File: src/rtl/chase_pkg.sv
// Shared types and constants for the chasebot drive controller.
package chase_pkg;

    localparam int PWM_W         = 8;
    localparam int SCREEN_CENTER = 512;

    typedef enum logic [2:0] {
        ST_STOP   = 3'd0,
        ST_SEARCH = 3'd1,
        ST_TURN_L = 3'd2,
        ST_TURN_R = 3'd3,
        ST_FWD    = 3'd4,
        ST_HOLD   = 3'd5
    } state_t;

    typedef struct packed {
        logic [PWM_W-1:0] duty;
        logic             dir;
    } drive_t;

    function automatic drive_t mk_drive(input logic [PWM_W-1:0] duty, input logic dir);
        drive_t d;
        d.duty = duty;
        d.dir  = dir;
        return d;
    endfunction

endpackage

File: src/rtl/chase_drive_pwm_gen.sv
// One motor channel: prescaled 8-bit ramp, wrap-aligned duty commit and registered compare.
module pwm_gen
    import chase_pkg::*;
#(
    parameter int PWM_DIV = 254
) (
    input  logic   clk,
    input  logic   reset,
    input  logic   sync_clear,
    input  drive_t req,
    output logic   pwm,
    output logic   dir
);

    localparam int            PW       = (PWM_DIV > 0) ? $clog2(PWM_DIV + 1) : 1;
    localparam logic [PW-1:0] PRESC_TC = PW'(PWM_DIV);

    logic [PW-1:0]    presc_q, presc_d;
    logic [PWM_W-1:0] ramp_q, ramp_d;
    drive_t           pending_q, pending_d;
    drive_t           active_q, active_d;
    logic             pwm_q, pwm_d;
    logic             step_s, wrap_s;

    // Next-state: the wrap commits whatever was pending before this edge; clear bypasses the wrap.
    always_comb begin
        step_s    = (presc_q == PRESC_TC);
        wrap_s    = step_s && (ramp_q == 8'hFF);
        presc_d   = step_s ? '0 : presc_q + PW'(1);
        ramp_d    = step_s ? ramp_q + 8'd1 : ramp_q;
        if (sync_clear) begin
            pending_d = mk_drive(8'd0, 1'b1);
            active_d  = mk_drive(8'd0, 1'b1);
            pwm_d     = 1'b0;
        end else begin
            pending_d = req;
            active_d  = wrap_s ? pending_q : active_q;
            pwm_d     = (ramp_q < active_q.duty);
        end
    end

    // Channel registers.
    always_ff @(posedge clk) begin
        if (reset) begin
            presc_q   <= '0;
            ramp_q    <= 8'd0;
            pending_q <= '0;
            active_q  <= '0;
            pwm_q     <= 1'b0;
        end else begin
            presc_q   <= presc_d;
            ramp_q    <= ramp_d;
            pending_q <= pending_d;
            active_q  <= active_d;
            pwm_q     <= pwm_d;
        end
    end

    assign pwm = pwm_q;
    assign dir = active_q.dir;

endmodule

File: src/rtl/chase_drive.sv
// Chasebot steering: samples the tracker's centroid at each frame end and drives two PWM motors.
module chase_drive
    import chase_pkg::*;
#(
    parameter int IMG_WIDTH   = 1024,
    parameter int DEADBAND    = 64,
    parameter int R_MIN       = 4,
    parameter int R_NEAR      = 80,
    parameter int LOST_FRAMES = 15,
    parameter int SEARCH_DUTY = 96,
    parameter int TURN_DUTY   = 128,
    parameter int FWD_DUTY    = 224,
    parameter int PWM_DIV     = 254
) (
    input  logic        clk,
    input  logic        reset,
    input  logic        vsync,
    input  logic [31:0] x_center,
    input  logic [23:0] radius,
    input  logic        enable,
    output logic        left_pwm,
    output logic        right_pwm,
    output logic        left_dir,
    output logic        right_dir,
    output logic [2:0]  state,
    output logic        frame_tick
);

    localparam int                LOST_W  = $clog2(LOST_FRAMES + 1);
    localparam logic [LOST_W-1:0] LOST_TC = LOST_W'(LOST_FRAMES);

    logic              vs_meta_q, vs_sync_q, vs_prev_q;
    logic              tick_q, tick_d;
    logic [10:0]       x_q, x_d;
    logic [23:0]       r_q, r_d;
    logic              ok_q, ok_d;
    logic              half_q, half_d;
    logic [LOST_W-1:0] lost_q, lost_d, lost_inc_s;
    state_t            state_q, state_d;
    logic              fall_s, blob_ok_s;
    logic [7:0]        fwd_duty_s;
    drive_t            left_req_s, right_req_s;

    // Frame sampling, lost counter and mode decision (decided once, in the frame_tick cycle).
    always_comb begin
        fall_s     = vs_prev_q & ~vs_sync_q;
        blob_ok_s  = (radius >= 24'(R_MIN)) && (x_center < 32'(IMG_WIDTH));
        tick_d     = fall_s;
        x_d        = fall_s ? x_center[10:0] : x_q;
        r_d        = fall_s ? radius : r_q;
        ok_d       = fall_s ? blob_ok_s : ok_q;
        lost_inc_s = (lost_q == LOST_TC) ? lost_q : lost_q + LOST_W'(1);
        lost_d     = lost_q;
        half_d     = half_q;
        state_d    = state_q;
        if (tick_q) begin
            lost_d = ok_q ? '0 : lost_inc_s;
            half_d = (r_q >= 24'(R_NEAR / 2));
            if (ok_q) begin
                if (r_q >= 24'(R_NEAR)) begin
                    state_d = ST_HOLD;
                end else if (x_q < 11'(SCREEN_CENTER - DEADBAND)) begin
                    state_d = ST_TURN_L;
                end else if (x_q > 11'(SCREEN_CENTER - 1 + DEADBAND)) begin
                    state_d = ST_TURN_R;
                end else begin
                    state_d = ST_FWD;
                end
            end else if (lost_inc_s == LOST_TC) begin
                state_d = ST_SEARCH;
            end else begin
                state_d = state_q;
            end
        end else begin
            state_d = state_q;
        end
        if (!enable) begin
            state_d = ST_STOP;
        end else begin
            state_d = state_d;
        end
    end

    // Drive map from the registered mode; the pwm channels register it as pending.
    always_comb begin
        fwd_duty_s = half_q ? 8'(FWD_DUTY >> 1) : 8'(FWD_DUTY);
        case (state_q)
            ST_SEARCH: begin
                left_req_s  = mk_drive(8'(SEARCH_DUTY), 1'b1);
                right_req_s = mk_drive(8'(SEARCH_DUTY), 1'b0);
            end
            ST_TURN_L: begin
                left_req_s  = mk_drive(8'(TURN_DUTY), 1'b0);
                right_req_s = mk_drive(8'(TURN_DUTY), 1'b1);
            end
            ST_TURN_R: begin
                left_req_s  = mk_drive(8'(TURN_DUTY), 1'b1);
                right_req_s = mk_drive(8'(TURN_DUTY), 1'b0);
            end
            ST_FWD: begin
                left_req_s  = mk_drive(fwd_duty_s, 1'b1);
                right_req_s = mk_drive(fwd_duty_s, 1'b1);
            end
            default: begin
                left_req_s  = mk_drive(8'd0, 1'b1);
                right_req_s = mk_drive(8'd0, 1'b1);
            end
        endcase
    end

    // Control registers.
    always_ff @(posedge clk) begin
        if (reset) begin
            vs_meta_q <= 1'b0;
            vs_sync_q <= 1'b0;
            vs_prev_q <= 1'b0;
            tick_q    <= 1'b0;
            x_q       <= 11'd0;
            r_q       <= 24'd0;
            ok_q      <= 1'b0;
            half_q    <= 1'b0;
            lost_q    <= '0;
            state_q   <= ST_STOP;
        end else begin
            vs_meta_q <= vsync;
            vs_sync_q <= vs_meta_q;
            vs_prev_q <= vs_sync_q;
            tick_q    <= tick_d;
            x_q       <= x_d;
            r_q       <= r_d;
            ok_q      <= ok_d;
            half_q    <= half_d;
            lost_q    <= lost_d;
            state_q   <= state_d;
        end
    end

    pwm_gen #(.PWM_DIV(PWM_DIV)) u_pwm_left (
        .clk        (clk),
        .reset      (reset),
        .sync_clear (~enable),
        .req        (left_req_s),
        .pwm        (left_pwm),
        .dir        (left_dir)
    );

    pwm_gen #(.PWM_DIV(PWM_DIV)) u_pwm_right (
        .clk        (clk),
        .reset      (reset),
        .sync_clear (~enable),
        .req        (right_req_s),
        .pwm        (right_pwm),
        .dir        (right_dir)
    );

    assign state      = state_q;
    assign frame_tick = tick_q;

endmodule

File: config.mk
export PLATFORM = sky130hd
export DESIGN_NAME = chase_drive
export DESIGN_NICKNAME = d
export VERILOG_FILES = /design/src/rtl/chase_pkg.sv /design/src/rtl/chase_drive_pwm_gen.sv /design/src/rtl/chase_drive.sv
export SDC_FILE = /design/constraint.sdc
export NUM_CORES = 1
export LEC_CHECK = 0
export ABC_AREA = 1
export CAP_MARGIN = 30
export CORE_ASPECT_RATIO = 1.2
export CORE_MARGIN = 2
export CORE_UTILIZATION = 52
export CTS_CLUSTER_SIZE = 30
export DETAILED_ROUTE_END_ITERATION = 12
export PLACE_DENSITY_LB_ADDON = 0.25
export SLEW_MARGIN = 30
export SYNTH_ARGS = -nofsm -noshare
export SYNTH_HDL_FRONTEND = slang
export SYNTH_SLANG_ARGS = --single-unit
File: constraint.sdc
create_clock -name clk -period 1.72 [get_ports clk]
set_input_delay 0.258 -clock clk [delete_from_list [all_inputs] [get_ports clk]]
set_output_delay 0.258 -clock clk [all_outputs]
set_load 0.01 [all_outputs]
==> results.json <==
{
  "initialDrtViolationCount": 130,
  "maxSlewViolCount": 0,
  "dr_total_vias": 3535,
  "drc": 0,
  "hold_class": "input port to flop",
  "fin_skew_ps": 11.3,
  "numPortBuffers": 59,
  "critPathMaxFanout": 5,
  "drt_wl_total_mm": 7.47,
  "wl_per_cell_microns": 10.7,
  "cts_tree": "built",
  "synth-seq-cells": 86,
  "clock.fmax_ghz": 0.629,
  "fillCellCount": 668,
  "synthesis.nets": 618,
  "postRouteAntennaNets": 0,
  "hpwl_mm": 5.77,
  "max-vdd-ir-drop_mv": 0.452,
  "arrival_ps": 1330,
  "grt_pass1_vias": 3422,
  "h-tree-depth": 3,
  "track_usage_pct": 19.8,
  "netlist_instances": 545,
  "cts-root-buf": "clkbuf_8",
  "vias_per_cell": 5.04,
  "r2r_slack_ps": 220,
  "cp.required_ps": 1460,
  "area_growth_syn_to_layout_pct": 22.4,
  "p_leak_nw": 1.95,
  "die_w_microns": 83.0,
  "grt_pass1_wl_mm": 13.6,
  "place_congestion": 0.909,
  "rsz0062_at_grt": "no",
  "path_class": "flop to output port",
  "synthSimpleGateAreaFrac_pct": 31.5,
  "numCtsBuffers": 9,
  "hold_depth": 3,
  "yosysTopAreaCell": "dfxtp_1",
  "clk_latency_ps": 360,
  "max_slew_margin_pct": 76.5,
  "holdPathEnd": "vs_meta_q",
  "yosysTopAreaCellShare_pct": 44.2,
  "worstMarginPinSlew_ps": 353,
  "die_area_sq_um": 8210,
  "cts_sinks": 86,
  "overflow": 0,
  "yosys-top-cells-count": "nor2_1 (138), nand2_1 (93), dfxtp_1 (86)",
  "setup_viol": 0,
  "die_y_microns": 98.9,
  "critical-path-top-delay-family": "buffers and inverters",
  "cp_cell_sequence": "clkdlybuf4s50_1",
  "core_sq_um": 7270,
  "crit_start": "state[2]",
  "syn_avg_cell_area_sq_um": 7.15,
  "finalHoldViolCount": 0,
  "reg2reg_from": "lost_q[0]",
  "final_area_sq_um": 4770,
  "netlist_area_sq_um": 3900,
  "cts_max_path_buffers": 2,
  "row_count": 34,
  "grt_start_max_net_pins": 30,
  "ys_warn_count": 0,
  "worst_r2r_endpoint": "state[1]",
  "netlist_top_cells_area": "dfxtp_1 (44%), nor2_1 (13%), nand2_1 (9.0%)",
  "post_dp_cell_area_sq_um": 4600,
  "ys_seq_area_share_pct": 44.2,
  "start_util_pct": 53.6,
  "dr.pass1.iters": 4,
  "synth_edf_count": 0,
  "synthArstFlopShare_pct": 0,
  "post_cts_buffers": 0,
  "io_pins": 68,
  "ys.flop_type": "dfxtp_1",
  "crit_slowest_cell": "clkdlybuf4s50_1",
  "synthAdderAreaFrac_pct": 4.17,
  "antenna_cells": 0,
  "yosysMostFrequentCell": "nor2_1",
  "critPathLaunchType": "flop",
  "end_kind": "output port",
  "antenna_found_initial": 0,
  "tns_ps": 0,
  "synth_cell_types": 37,
  "crit_buf_inv": 1,
  "synthXorXnorAreaFrac_pct": 2.02,
  "synth_top_family_by_area": "simple AND/OR/NAND/NOR gates",
  "cpPeakStageDelay_ps": 560,
  "synthMuxAreaShare_pct": 0,
  "holdCritStartpoint": "vsync",
  "finalCritPeriodShare_pct": 92.4,
  "worst_r2r_path_depth": 10,
  "layout-drive-gt1-share_pct": 6.71,
  "outcome": "finished clean",
  "drv_cap": 0,
  "min_period_ps": 1590,
  "finalNetCount": 679,
  "synth_compound_area_share_pct": 10.8,
  "power_density_nw_per_um2": 766,
  "clk_pin_slew_ps": 90
}
repair_timing:
item                                    CTS  global route
resized for setup                         0             1
hold buffers                              0             0
endpoints found under the setup margin    0             1
where the power goes:
group	total (mW)	switching (mW)	internal, mW
combinational	0.316	0.139	0.177
sequential	2.06	0.0268	2.03
clock	1.28	0.743	0.535
how the worst max path moves through the flow:
stage / depth (start not counted) / to
floorplan: 10 / u_pwm_left.ramp_q[5]
global placement: 7 / state[0]
detailed placement: 7 / state[0]
CTS: 1 / frame_tick
global route: 11 / state[1]
finish: 1 / state[2]
metal layers:
| layer | vias to the layer above | track usage (%) | wire length (microns) |
|---|---|---|---|
| met4 | 0 | 9.33 | 167 |
| met2 | 80 | 37.3 | 3810 |
| met5 | - | 0 | 0 |
| li1 | 1848 | - | - |
| met3 | 14 | 4.36 | 319 |
| met1 | 1593 | 20.9 | 3170 |
flip-flops by register name (all words and copies together) (netlist names), 3 cells and up:
register / count
u_pwm_right.active_q: 3
u_pwm_right.ramp_q: 8
u_pwm_left.active_q: 3
u_pwm_left.ramp_q: 8
u_pwm_left.presc_q: 8
r_q: 21
u_pwm_right.pending_q: 3
lost_q: 4
u_pwm_right.presc_q: 8
state: 3
x_q: 5
cells by family after synthesis:
logic type,count (synthesis)
adders and majority gates,13
DFF,86
AOI/OAI and AO/OA,78
and+or+nand+nor,286
xor gates and xnor gates,9
buffers and inverters,73
final cells by class:
cell class | instances | area (sq um) | area share (%)
Sequential cell | 86 | 1720 | 36.1
Inverter | 57 | 215 | 4.51
Timing Repair Buffer | 66 | 656 | 13.7
Clock inverter | 6 | 46.3 | 0.970
Clock buffer | 10 | 128 | 2.68
Multi-Input combinational cell | 386 | 1890 | 39.6
Tap cell | 90 | 113 | 2.36
layout by cell type, fill, tap and decap left out, drive strengths merged:
cell | netlist | final
o21ai | 36 | 36
buf | 5 | 7
o221ai | 1 | 1
o21bai | 2 | 2
nand2 | 97 | 97
nand4 | 8 | 8
nor3b | 4 | 4
nand3b | 1 | 1
o21a | 1 | 1
dfxtp | 86 | 86
o211ai | 2 | 2
ha | 13 | 13
nand3 | 19 | 19
xor2 | 6 | 6
a21boi | 4 | 4
or2 | 4 | 4
a21oi | 30 | 30
nor3 | 11 | 11
nor2 | 140 | 140
xnor2 | 3 | 3
clkdlybuf4s50 | 0 | 59
o31ai | 1 | 1
clkbuf | 11 | 10
a311oi | 1 | 1
clkinvlp | 0 | 2
inv | 55 | 57
and3 | 2 | 2
clkinv | 2 | 4
through the flow:
| stage | setup slack, ps | total power [mW] | utilization [%] | instances | hold slack, ps |
|---|---|---|---|---|---|
| floorplan | 444 | 2.25 | - | 545 | 365 |
| global placement | 87.8 | 2.42 | 63.2 | 685 | 394 |
| finish | 131 | 3.65 | 65.6 | 701 | 406 |
| CTS | 33.8 | 3.69 | 65.6 | 701 | 394 |
| global route | 50.5 | 3.80 | 65.6 | 701 | 416 |
| detailed placement | 69.4 | 2.43 | 63.2 | 685 | 405 |
Power figures use the tool's default switching activity.
